$ cat src/rtl/multicycle_controller.sv
// Multicycle instruction-sequencing controller for a minimal ADD/LW/SW core.
// Sequences fetch, decode, execute, memory and write-back, and counts retirements.
module multicycle_controller #(
    parameter int                    OPCODE_W = 6,
    parameter int                    ALU_W    = 3,
    parameter logic [OPCODE_W-1:0]   OP_ADD   = 6'b000001,
    parameter logic [OPCODE_W-1:0]   OP_LW    = 6'b000010,
    parameter logic [OPCODE_W-1:0]   OP_SW    = 6'b000100,
    parameter logic [ALU_W-1:0]      ALU_ADD  = 3'b101,
    parameter int                    CNT_W    = 16
) (
    input  logic                clk,
    input  logic                rst,
    input  logic                en,
    input  logic [OPCODE_W-1:0] opcode,
    input  logic                mem_ready,
    output logic                Pc_Write,
    output logic                Ir_Write,
    output logic                I_Read,
    output logic                Reg_Dst,
    output logic                Reg_Write,
    output logic                Alu_Src,
    output logic                Mem_Write,
    output logic                Mem_Read,
    output logic                Mem_To_Reg,
    output logic [ALU_W-1:0]    Alu_Control,
    output logic                Instr_Done,
    output logic                Illegal,
    output logic                Err_Sticky,
    output logic [CNT_W-1:0]    Retired_Count,
    output logic [2:0]          State
);

    typedef enum logic [2:0] {
        S_IDLE   = 3'd0,
        S_FETCH  = 3'd1,
        S_DECODE = 3'd2,
        S_EXEC   = 3'd3,
        S_MEM    = 3'd4,
        S_WB     = 3'd5,
        S_ERR    = 3'd6
    } state_e;

    state_e              state_q, state_d;
    logic [OPCODE_W-1:0] op_q;
    logic                err_sticky_q;
    logic [CNT_W-1:0]    cnt_q;
    logic                retire;
    logic                op_valid;
    logic                is_add;
    logic                is_lw;

    assign op_valid = (opcode == OP_ADD) || (opcode == OP_LW) || (opcode == OP_SW);
    assign is_add   = (op_q == OP_ADD);
    assign is_lw    = (op_q == OP_LW);

    always_comb begin
        state_d = state_q;
        retire  = 1'b0;
        case (state_q)
            S_IDLE: begin
                if (en) state_d = S_FETCH;
            end
            S_FETCH: begin
                if (mem_ready) state_d = S_DECODE;
            end
            S_DECODE: begin
                state_d = op_valid ? S_EXEC : S_ERR;
            end
            S_EXEC: begin
                state_d = is_add ? S_WB : S_MEM;
            end
            S_MEM: begin
                if (mem_ready) begin
                    if (is_lw) begin
                        state_d = S_WB;
                    end else begin
                        retire  = 1'b1;
                        state_d = en ? S_FETCH : S_IDLE;
                    end
                end
            end
            S_WB: begin
                retire  = 1'b1;
                state_d = en ? S_FETCH : S_IDLE;
            end
            S_ERR: begin
                state_d = en ? S_FETCH : S_IDLE;
            end
            default: state_d = S_IDLE;
        endcase
    end

    always_ff @(posedge clk) begin
        if (rst) begin
            state_q      <= S_IDLE;
            op_q         <= '0;
            err_sticky_q <= 1'b0;
            cnt_q        <= '0;
        end else begin
            state_q <= state_d;
            if (state_q == S_DECODE) begin
                op_q <= opcode;
                if (!op_valid) err_sticky_q <= 1'b1;
            end
            if (retire) cnt_q <= cnt_q + 1'b1;
        end
    end

    // Controls are gated by rst so a reset mid-access drops strobes at once.
    always_comb begin
        Pc_Write    = 1'b0;
        Ir_Write    = 1'b0;
        I_Read      = 1'b0;
        Reg_Dst     = 1'b0;
        Reg_Write   = 1'b0;
        Alu_Src     = 1'b0;
        Mem_Write   = 1'b0;
        Mem_Read    = 1'b0;
        Mem_To_Reg  = 1'b0;
        Alu_Control = '0;
        Illegal     = 1'b0;
        if (!rst) begin
            case (state_q)
                S_FETCH: begin
                    I_Read = 1'b1;
                    if (mem_ready) begin
                        Ir_Write = 1'b1;
                        Pc_Write = 1'b1;
                    end
                end
                S_EXEC: begin
                    Alu_Control = ALU_ADD;
                    Alu_Src     = !is_add;
                end
                S_MEM: begin
                    Alu_Control = ALU_ADD;
                    Alu_Src     = 1'b1;
                    Mem_Read    = is_lw;
                    Mem_Write   = !is_lw;
                end
                S_WB: begin
                    Reg_Write  = 1'b1;
                    Reg_Dst    = is_add;
                    Mem_To_Reg = is_add;
                end
                S_ERR: begin
                    Illegal = 1'b1;
                end
                default: ;
            endcase
        end
    end

    assign Instr_Done    = retire && !rst;
    assign Err_Sticky    = err_sticky_q;
    assign Retired_Count = cnt_q;
    assign State         = state_q;

endmodule

$ cat config.mk
export PLATFORM = sky130hd
export DESIGN_NAME = multicycle_controller
export DESIGN_NICKNAME = d
export VERILOG_FILES = /design/src/rtl/multicycle_controller.sv
export SDC_FILE = /design/constraint.sdc
export NUM_CORES = 1
export LEC_CHECK = 0
export ABC_AREA = 1
export BUFFER_PORTS_ARGS = -buffer_cell sky130_fd_sc_hd__buf_2
export CAP_MARGIN = 20
export CORE_AREA = 2 2 59 61
export DETAILED_ROUTE_END_ITERATION = 7
export DIE_AREA = 0 0 61 63
export GPL_TIMING_DRIVEN = 0
export PLACE_DENSITY = 0.81
export SETUP_SLACK_MARGIN = 0.3
export SKIP_CTS_REPAIR_TIMING = 1
export SLEW_MARGIN = 20
export SYNTH_ARGS = -nofsm -noshare
export SYNTH_HDL_FRONTEND = slang
export SYNTH_SLANG_ARGS = --single-unit
$ cat constraint.sdc
create_clock -name clk -period 1.9 [get_ports clk]
set_input_delay 0.38 -clock clk [delete_from_list [all_inputs] [get_ports clk]]
set_output_delay 0.38 -clock clk [all_outputs]
set_load 0.01 [all_outputs]
==> run metrics, run 1 <==
status=finished, violations left; failing checks=negative setup slack; critical path type=flop to output port; maxcap violations=0; Final HPWL DP=about 2800 um; simple-gate portion of the synthesized area=between 30 and 40%; Clock Skew=7.68 ps; endpoints failing setup=1; Core Region=approximately 3200 um2; initial antenna violation count=0; sequential fraction of the synthesis area=between 30% and 40%; area grow syn2layout=38.1%; worst rel slew slack=about three fifths; Post-synth top cells=64 x nand2_1, 28 x nor2_1, 26 x dfxtp_1; Tcrit/Tclk final=101%; Vias=between 1500 and 2000; Setup WS post-layout=-28.1 ps; layout cells sized above 1=about two fifths; Iteration-0 DRC Markers=110; count leader, synth=nand2_1; Die ar.=3840 um2; launching point of the worst reg2reg path=op_q[5]; startpoint types=flop; clk buf depth=2; Hold Startpoint=opcode[3]; WL/cell=around 12 um; Die Y=between 60 and 70 um; worst slack, placed=roughly 54 ps; area leader, netlist=dfxtp_1; synth unique cells=28; Final Hold Fails=0; RePlAce Congestion=0.871; worst reg2reg setup slack=440 ps; residual DRC count=0; Final Max Slew Viols=0; largest net degree at the start of global routing=15; static leakage=a little under 1 nW; Initial Util=48.2%; post-route minimum period=roughly 1900 ps; FP Rows=21; worst hold stages=3; Worst-path clk slew=140 ps; crit-path max cell delay=~400 ps; vias in the first global route=between 1000 and 1500; multi-input gate area in the final layout=~1000 um2; top post-synthesis cells by area=dfxtp_1 33%, nand2_1 15%, a21oi_1 6.7%; Worst-Skew Late Latency=between 300 and 400 ps; post-synth top area share=about a third; final core utilization=between 60% and 70%; CP Max Fanout=6; mapped cell area=1560 um2; #FFs+latches synth=26; CTS tree=yes; PortBufs=just over 40; first-pass GRT wire length=approximately 6300 um; Antenna Cells=0; dominant synthesized flop cell=dfxtp_1; register area=approximately 540 um2; ANT nets after route=0; Critical Path RT=roughly 1500 ps; # IOs=44; Critical Path Sink Type=output port; class of the worst hold path=input pin to flop; Post-Synth XOR/XNOR Area=around 2.2%; Layout fillers=280; Worst Tran Pin Value=around 580 ps; syn nets=between 200 and 300; nets=around 310; cell chain of the critical path=nor2_4 > nand2_4 > nor2_2 > nand2_2 > nand2_4 > inv_2 > buf_6 > nor2_2 > buf_2; Critical path buffers and inverters=3; peak supply drop=approximately 0.00055 V; DR vias/cell=5.11; area share of fa/ha/maj cells after synthesis=less than 1%; drt pass-1 iters=4; Num CTS Buffers=3; final WL=roughly 4100 um; cell family with most CP delay=simple AND/OR/NAND/NOR gates; Tot GR Track Use=21.0%; mux contribution to synthesized area=0%; Worst Setup SP=State[0]; GRT Residual Overflow=0; Gate Count Post-Synth=240; Endpoint, Worst Hold=op_q[3]; Clock Sinks=26; power density over the cells=770 nW/um2; YS warnings=0; Mapped Avg Cell Area=about 6.5 um2; Worst Reg-to-Reg Cells=10; ys async rst share=0%; largest family of logic cells by synthesized area=simple AND/OR/NAND/NOR gates; root buf cell=clkbuf_4; Synth Area in Compound Gates=around 14%; RR Endpoint=Retired_Count[5]; H-tree depth=1; arrival time worst endpoint=1550 ps; Die X=just over 60 um; achievable frequency=around 520 MHz; EDFF count, synth=0; CP max-delay cell=dfxtp_4; RSZ-0062 raised after global routing=true
## cells in the final DEF, fill, tap and decap left out, drive strengths merged
master,synthesis,layout
nand2,66,66
buf,8,66
nor2,32,32
inv,27,26
a21oi,26,26
dfxtp,26,26
nand3,18,18
nor3,11,11
o21ai,10,10
clkbuf,2,6
nand4,5,5
xor2,4,4
clkinv,0,1
nor4,1,1
o21a,1,1
o211a,1,1
ha,1,1
conb,1,1
## sequential cells by signal, summed over array words and instances, names as in the netlist
register and count:
Err_Sticky 1, Retired_Count 16, State 3, op_q 6
## metal layers
layer	vias up	track usage (%)	share of wire, %
met5	-	0	0
met4	0	8.42	1.6
met3	7	2.28	3.4
met2	41	31.2	47
met1	829	30.5	48
li1	901	-	-
## cells by family after synthesis
kind of cell	Yosys count
XOR/XNOR	4
AND/OR/NAND/NOR	133
AO/OA/AOI/OAI	38
adder cells (fa/ha/maj)	1
buffers and inverters	37
other	1
flip-flops	26
## where the power goes
group | switching (mW) | internal (mW)
combinational | 0.368 | 0.296
clock | 0.175 | 0.117
sequential | 0.0846 | 0.617
## worst max-delay path by stage
stage	endpoint	slack, ps	cells past startpoint
final	Instr_Done	-30	9
after global routing	Instr_Done	-110	9
after CTS	Instr_Done	-170	9
after detailed placement	I_Read	50	4
after global placement	Reg_Write	50	4
after floorplan	Instr_Done	300	8
## layout make-up
cell class,count,area share (%)
multi-input combinational,177,45.4
timing repair buffer,58,16.4
inverter,27,5.06
buffer,10,3.78
tap,46,2.67
clock buffer,4,1.69
sequential,26,25.0
## worst min-delay path, delay by kind of cell
kind | cells | cell delay [ps]
buffers and inverters | 1 | 110
and+or+nand+nor | 1 | 60
AOI/OAI and AO/OA | 1 | 50
## per-stage QoR
stage / TNS, ps / power [mW] / hold WS (ps) / std cells / area (um2)
final: -28.1 / 1.66 / 294 / 348 / 2150
after global routing: -197 / 1.76 / 291 / 348 / 2150
after CTS: -250 / 1.39 / 297 / 331 / 1870
after detailed placement: 0 / 1.11 / 441 / 327 / 1830
after global placement: 0 / 1.10 / 433 / 327 / 1830
after floorplan: 0 / 0.984 / 450 / 240 / 1570
No activity file was read; power rests on OpenSTA's default activity.
==> run 2: changes to the inputs <==
CORE_AREA = 2 2 62 58   (was 2 2 59 61)
DIE_AREA = 0 0 64 60   (was 0 0 61 63)
==> run metrics, run 2 (synthesis gave the netlist of run 1 again) <==
Worst-path clk slew=140 ps (about the same); Setup WS post-layout=-10.9 ps (+17.2 ps); Initial Util=48.3% (+0.056 points); most common cell after layout, fill and taps aside=nand2_1; drt pass-1 iters=4 (unchanged); Critical Path RT=1520 ps (about the same); status=finished, violations left; RePlAce Congestion=0.881 (+1.1%); Final HPWL DP=2870 um (+4.4%); Num CTS Buffers=3 (unchanged); Vias=1757 (-1.2%); arrival time worst endpoint=1530 ps (-20 ps); largest net degree at the start of global routing=16 (+1); first-pass GRT wire length=5900 um (-6.7%); Final Max Slew Viols=0 (unchanged); met1 Use GR=25.4% (-5.1 points); endpoints failing setup=3 (+2); class of the worst hold path=input pin to flop; cell family with most CP delay=flip-flops; static leakage=0.978 nW (+0.57%); Clock Sinks=26 (unchanged); startpoint types=flop; worst slack, placed=39.8 ps (-14.5 ps); met2 usage=34.4% (+3.2 points); Final Hold Fails=0 (unchanged); DP Cell Count=325 (-0.61%); Tot GR Track Use=19.7% (-1.4 points); max reg flops=16 (unchanged); Worst-Skew Late Latency=320 ps (about the same); critical path type=flop to output port; Clock Skew=4.03 ps (-3.66 ps); GRT Residual Overflow=0 (unchanged); Antenna Cells=0 (unchanged); worst rel slew slack=62.7% (+1.3 points); Tcrit/Tclk final=101% (-0.90 points); Core Region=3230 um2 (-0.12%); clk buf depth=2 (unchanged); # IOs=44 (unchanged); layout cells sized above 1=38.1% (-0.66 points); CP max-delay cell=dfxtp_4; Die X=64 um (+4.9%); initial antenna violation count=0 (unchanged); root buf cell=clkbuf_4; Post-Layout Cell Count=346 (-0.57%); Iteration-0 DRC Markers=84 (-24%); Critical path buffers and inverters=3 (unchanged); final hold slack=295 ps (+1.16 ps); RSZ-0062 raised after global routing=true; CTS tree=yes; Worst Tran Pin Value=560 ps (-20.1 ps); nets=314 (unchanged); Die Y=60 um (-4.8%); final WL=4380 um (+6.2%); residual DRC count=0 (unchanged); most frequent cells in the layout=60 x nand2_1, 40 x buf_2, 25 x nor2_1; achievable frequency=523 MHz (+0.90%); CP Max Fanout=4 (-2); ANT nets after route=0 (unchanged); met3 GRT Util=2.26% (-0.018 points); power density over the cells=829 nW/um2 (+7.8%); vias in the first global route=1353 (-8.0%); GR peak layer=met2; cell chain of the critical path=buf_6 > nand2_4 > nor2_4 > inv_2 > a21oi_2 > o21a_1 > buf_2; failing checks=negative setup slack; WL/cell=12.7 um (+6.8%); DR vias/cell=5.08 (-0.61%); post-route minimum period=1910 ps (-17.2 ps); FP Rows=20 (-4.8%); peak supply drop=0.000434 V (-21%); PortBufs=41 (unchanged); maxcap violations=0 (unchanged); final core utilization=66.2% (-0.39 points); Die ar.=3840 um2 (about the same); crit-path max cell delay=410 ps (about the same); H-tree depth=1 (unchanged); area grow syn2layout=37.2%; Critical Path Sink Type=output port
## run 2: worst reg2reg max path, cell delays in order (launching register included)
cell     delay [ps]
dfxtp_4         400
buf_4           150
buf_4           130
inv_1            60
nand3_2         140
inv_2           170
o21ai_1         110
nand3_1          90
nand2_1          50
a21oi_1         160
## run 2: cell type report
cell class	count	area [um2]
Buffer	10	80.1
Clock buffer	3	22.5
Clock inverter	1	30.0
Fill cell	268	1090
Inverter	27	104
Multi-Input combinational cell	177	967
Sequential cell	26	537
Tap cell	44	55.1
Timing Repair Buffer	58	343
## run 2: stage by stage
| step | setup TNS [ps] | total power, mW | area (um2) |
|---|---|---|---|
| final | -21.3 | 1.77 | 2140 |
| after global routing | -486 | 1.87 | 2140 |
| after CTS | -246 | 1.49 | 1880 |
| after detailed placement | 0 | 1.12 | 1830 |
| after global placement | 0 | 1.11 | 1830 |
| after floorplan | 0 | 0.984 | 1570 |
## run 2: routing by layer
layer,vias to the layer above,part of all wire (%)
li1,898,-
met1,808,44
met2,44,50
met3,7,4.8
met4,0,1.2
met5,-,0
## run 2: worst paths after layout
kind / start / to / slack, ps / cells past startpoint
setup / recovery: State[1] / Alu_Src / -10 / 7
hold / removal: opcode[4] / op_q[4] / 300 / 3
setup reg to reg: State[0] / State[2] / 360 / 9
hold reg to reg: Retired_Count[0] / Retired_Count[0] / 490 / 1
## run 2: power breakdown
group	total, mW	internal, mW	switching, mW
combinational	0.703	0.316	0.387
clock	0.379	0.213	0.166
sequential	0.690	0.615	0.0757
total	1.77	1.14	0.629
==> run 3: changes to the inputs <==
ABC_AREA = default   (was 1)
CAP_MARGIN = default   (was 20)
PLACE_DENSITY = 0.83   (was 0.81)
==> run metrics, run 3 <==
status=finished, violations left; failing checks=negative setup slack; DR vias/cell=5.96 (+17%); mux contribution to synthesized area=11.0% (+11 points); final core utilization=73.3% (+7.0 points); PortBufs=40 (-2.4%); dominant synthesized flop cell=dfxtp_1; dpl cell area=1990 um2 (+9.1%); YS warnings=0 (unchanged); most frequent cells in the layout=38 x buf_2, 21 x dfxtp_1, 18 x nor2_1, 15 x nand2_1, 15 x buf_4; ANT nets after route=0 (unchanged); Critical Path RT=1520 ps (about the same); nets=280 (-11%); Final Max Slew Viols=0 (unchanged); class of the worst hold path=input pin to flop; most common cell after layout, fill and taps aside=buf_2; Post-Layout Cell Count=312 (-9.8%); count leader, synth=dfxtp_1; Iteration-0 DRC Markers=177 (+110%); static leakage=0.981 nW (+0.33%); Vias=1858 (+5.7%); startpoint types=flop; vias in the first global route=1365 (+0.89%); Core Region=3230 um2 (unchanged); ys async rst share=0% (unchanged); WL/cell=16.9 um (+33%); post-synth top area share=32.2% (-1.2 points); area grow syn2layout=46.2%; syn nets=215 (-14%); #FFs+latches synth=26 (unchanged); initial antenna violation count=0 (unchanged); achievable frequency=407 MHz (-22%); Post-synth top cells=26 x dfxtp_1, 21 x nor2_1, 18 x a21oi_1; RePlAce Congestion=0.915 (+3.9%); post-route minimum period=2460 ps (+547 ps); Clock Sinks=26 (unchanged); DP Cell Count=288 (-11%); worst slack, placed=-199 ps (-239 ps); Initial Util=50.1% (+1.8 points); largest net degree at the start of global routing=15 (-1); residual DRC count=0 (unchanged); EDFF count, synth=0 (unchanged); Critical Path Sink Type=output port; Worst-Skew Late Latency=360 ps (+40 ps); Setup WS post-layout=-558 ps (-547 ps); RSZ-0062 raised after global routing=true; clk buf depth=2 (unchanged); arrival time worst endpoint=2080 ps (+550 ps); synth unique cells=44 (+57%); H-tree depth=1 (unchanged); Tcrit/Tclk final=129% (+29 points); worst reg2reg setup slack=-200 ps (-560 ps); GRT Residual Overflow=0 (unchanged); first-pass GRT wire length=6160 um (+4.4%); Gate Count Post-Synth=204 (-15%); critical path type=flop to output port; largest family of logic cells by synthesized area=simple AND/OR/NAND/NOR gates; top post-synthesis cells by area=dfxtp_1 32%, mux2_2 9.7%, nor2b_1 5.8%; Final TNS setup=-5300 ps (-5270 ps); Layout fillers=219 (-18%); maxcap violations=0 (unchanged); area leader, netlist=dfxtp_1; power density over the cells=472 nW/um2 (-43%); mapped cell area=1620 um2 (+3.8%); Clock Skew=16.7 ps (+12.7 ps); simple-gate portion of the synthesized area=28.5% (-9.3 points); area share of fa/ha/maj cells after synthesis=0.773% (-0.029 points); layout cells sized above 1=51.1% (+13 points); CP Max Fanout=4 (unchanged); Final Hold Fails=0 (unchanged); Die X=64 um (unchanged); Final HPWL DP=2710 um (-5.7%); CTS tree=yes; Synth Area in Compound Gates=19.9% (+5.8 points); peak supply drop=0.000411 V (-5.4%); Die Y=60 um (unchanged); # IOs=44 (unchanged); Mapped Avg Cell Area=7.93 um2 (+22%); drt pass-1 iters=5 (+1); Post-Synth XOR/XNOR Area=0.541% (-1.7 points); final WL=5280 um (+20%); Tot GR Track Use=19.9% (+0.22 points); endpoints failing setup=25 (+22); sequential fraction of the synthesis area=32.2% (-1.2 points); final instance area=2360 um2 (+11%); Worst Tran Pin Value=675 ps (+115 ps); root buf cell=clkbuf_4; Die ar.=3840 um2 (unchanged); max reg flops=16 (unchanged); Worst-path clk slew=160 ps (+20 ps); worst rel slew slack=55.0% (-7.7 points); Antenna Cells=0 (unchanged); FP Rows=20 (unchanged); Num CTS Buffers=3 (unchanged)
## run 3: power by group
| part | switching [mW] | internal (mW) | total [mW] | leakage, nW |
|---|---|---|---|---|
| Combinational | 0.131 | 0.106 | 0.237 | 0.748 |
| Sequential | 0.0111 | 0.556 | 0.567 | 0.213 |
| Clock | 0.196 | 0.118 | 0.314 | 0.0210 |
## run 3: routing by layer
| layer | vias to the layer above | track usage, % | wire (um) |
|---|---|---|---|
| met3 | 13 | 1.69 | 322 |
| met1 | 907 | 27.3 | 2180 |
| met4 | 0 | 6.52 | 119 |
| li1 | 842 | - | - |
| met5 | - | 0 | 0 |
| met2 | 96 | 33.2 | 2660 |
## run 3: critical path: stages (launching register included)
cell	delay (ps)
dfxtp_2	350
or4_4	550
or3b_4	440
nor3_4	170
buf_6	120
buf_6	80
## run 3: final cells by class
type                    instances  area [um2]  area share (%)
inverters                       4        15.0           0.635
well taps                      44        55.1            2.33
plain buffers                  19         150            6.35
clock buffers                   4        36.3            1.53
flip-flops and latches         26         532            22.5
multi-input cells             155        1170            49.7
repair buffers                 60         402            17.0
## run 3: worst paths after layout
kind / from / endpoint / cells past startpoint
max: op_q[2] / Reg_Dst / 5
min: opcode[5] / op_q[5] / 3
max reg2reg: op_q[2] / Retired_Count[8] / 7
min reg2reg: op_q[3] / op_q[3] / 2
## run 3: cells by family (layout without fill, tap and decap cells)
family / after synthesis / count (layout)
mux: 16 / 16
flops: 26 / 26
buf+inv: 23 / 87
simple gates: 89 / 89
compound gates: 47 / 47
other cells: 1 / 1
xor+xnor: 1 / 1
fa+ha+maj: 1 / 1
## run 3: metrics by stage
step	power (mW)	hold slack [ps]
detailed placement	0.737	474
CTS	1.03	272
global route	1.16	245
finish	1.12	244
global placement	0.733	467
floorplan	0.691	453
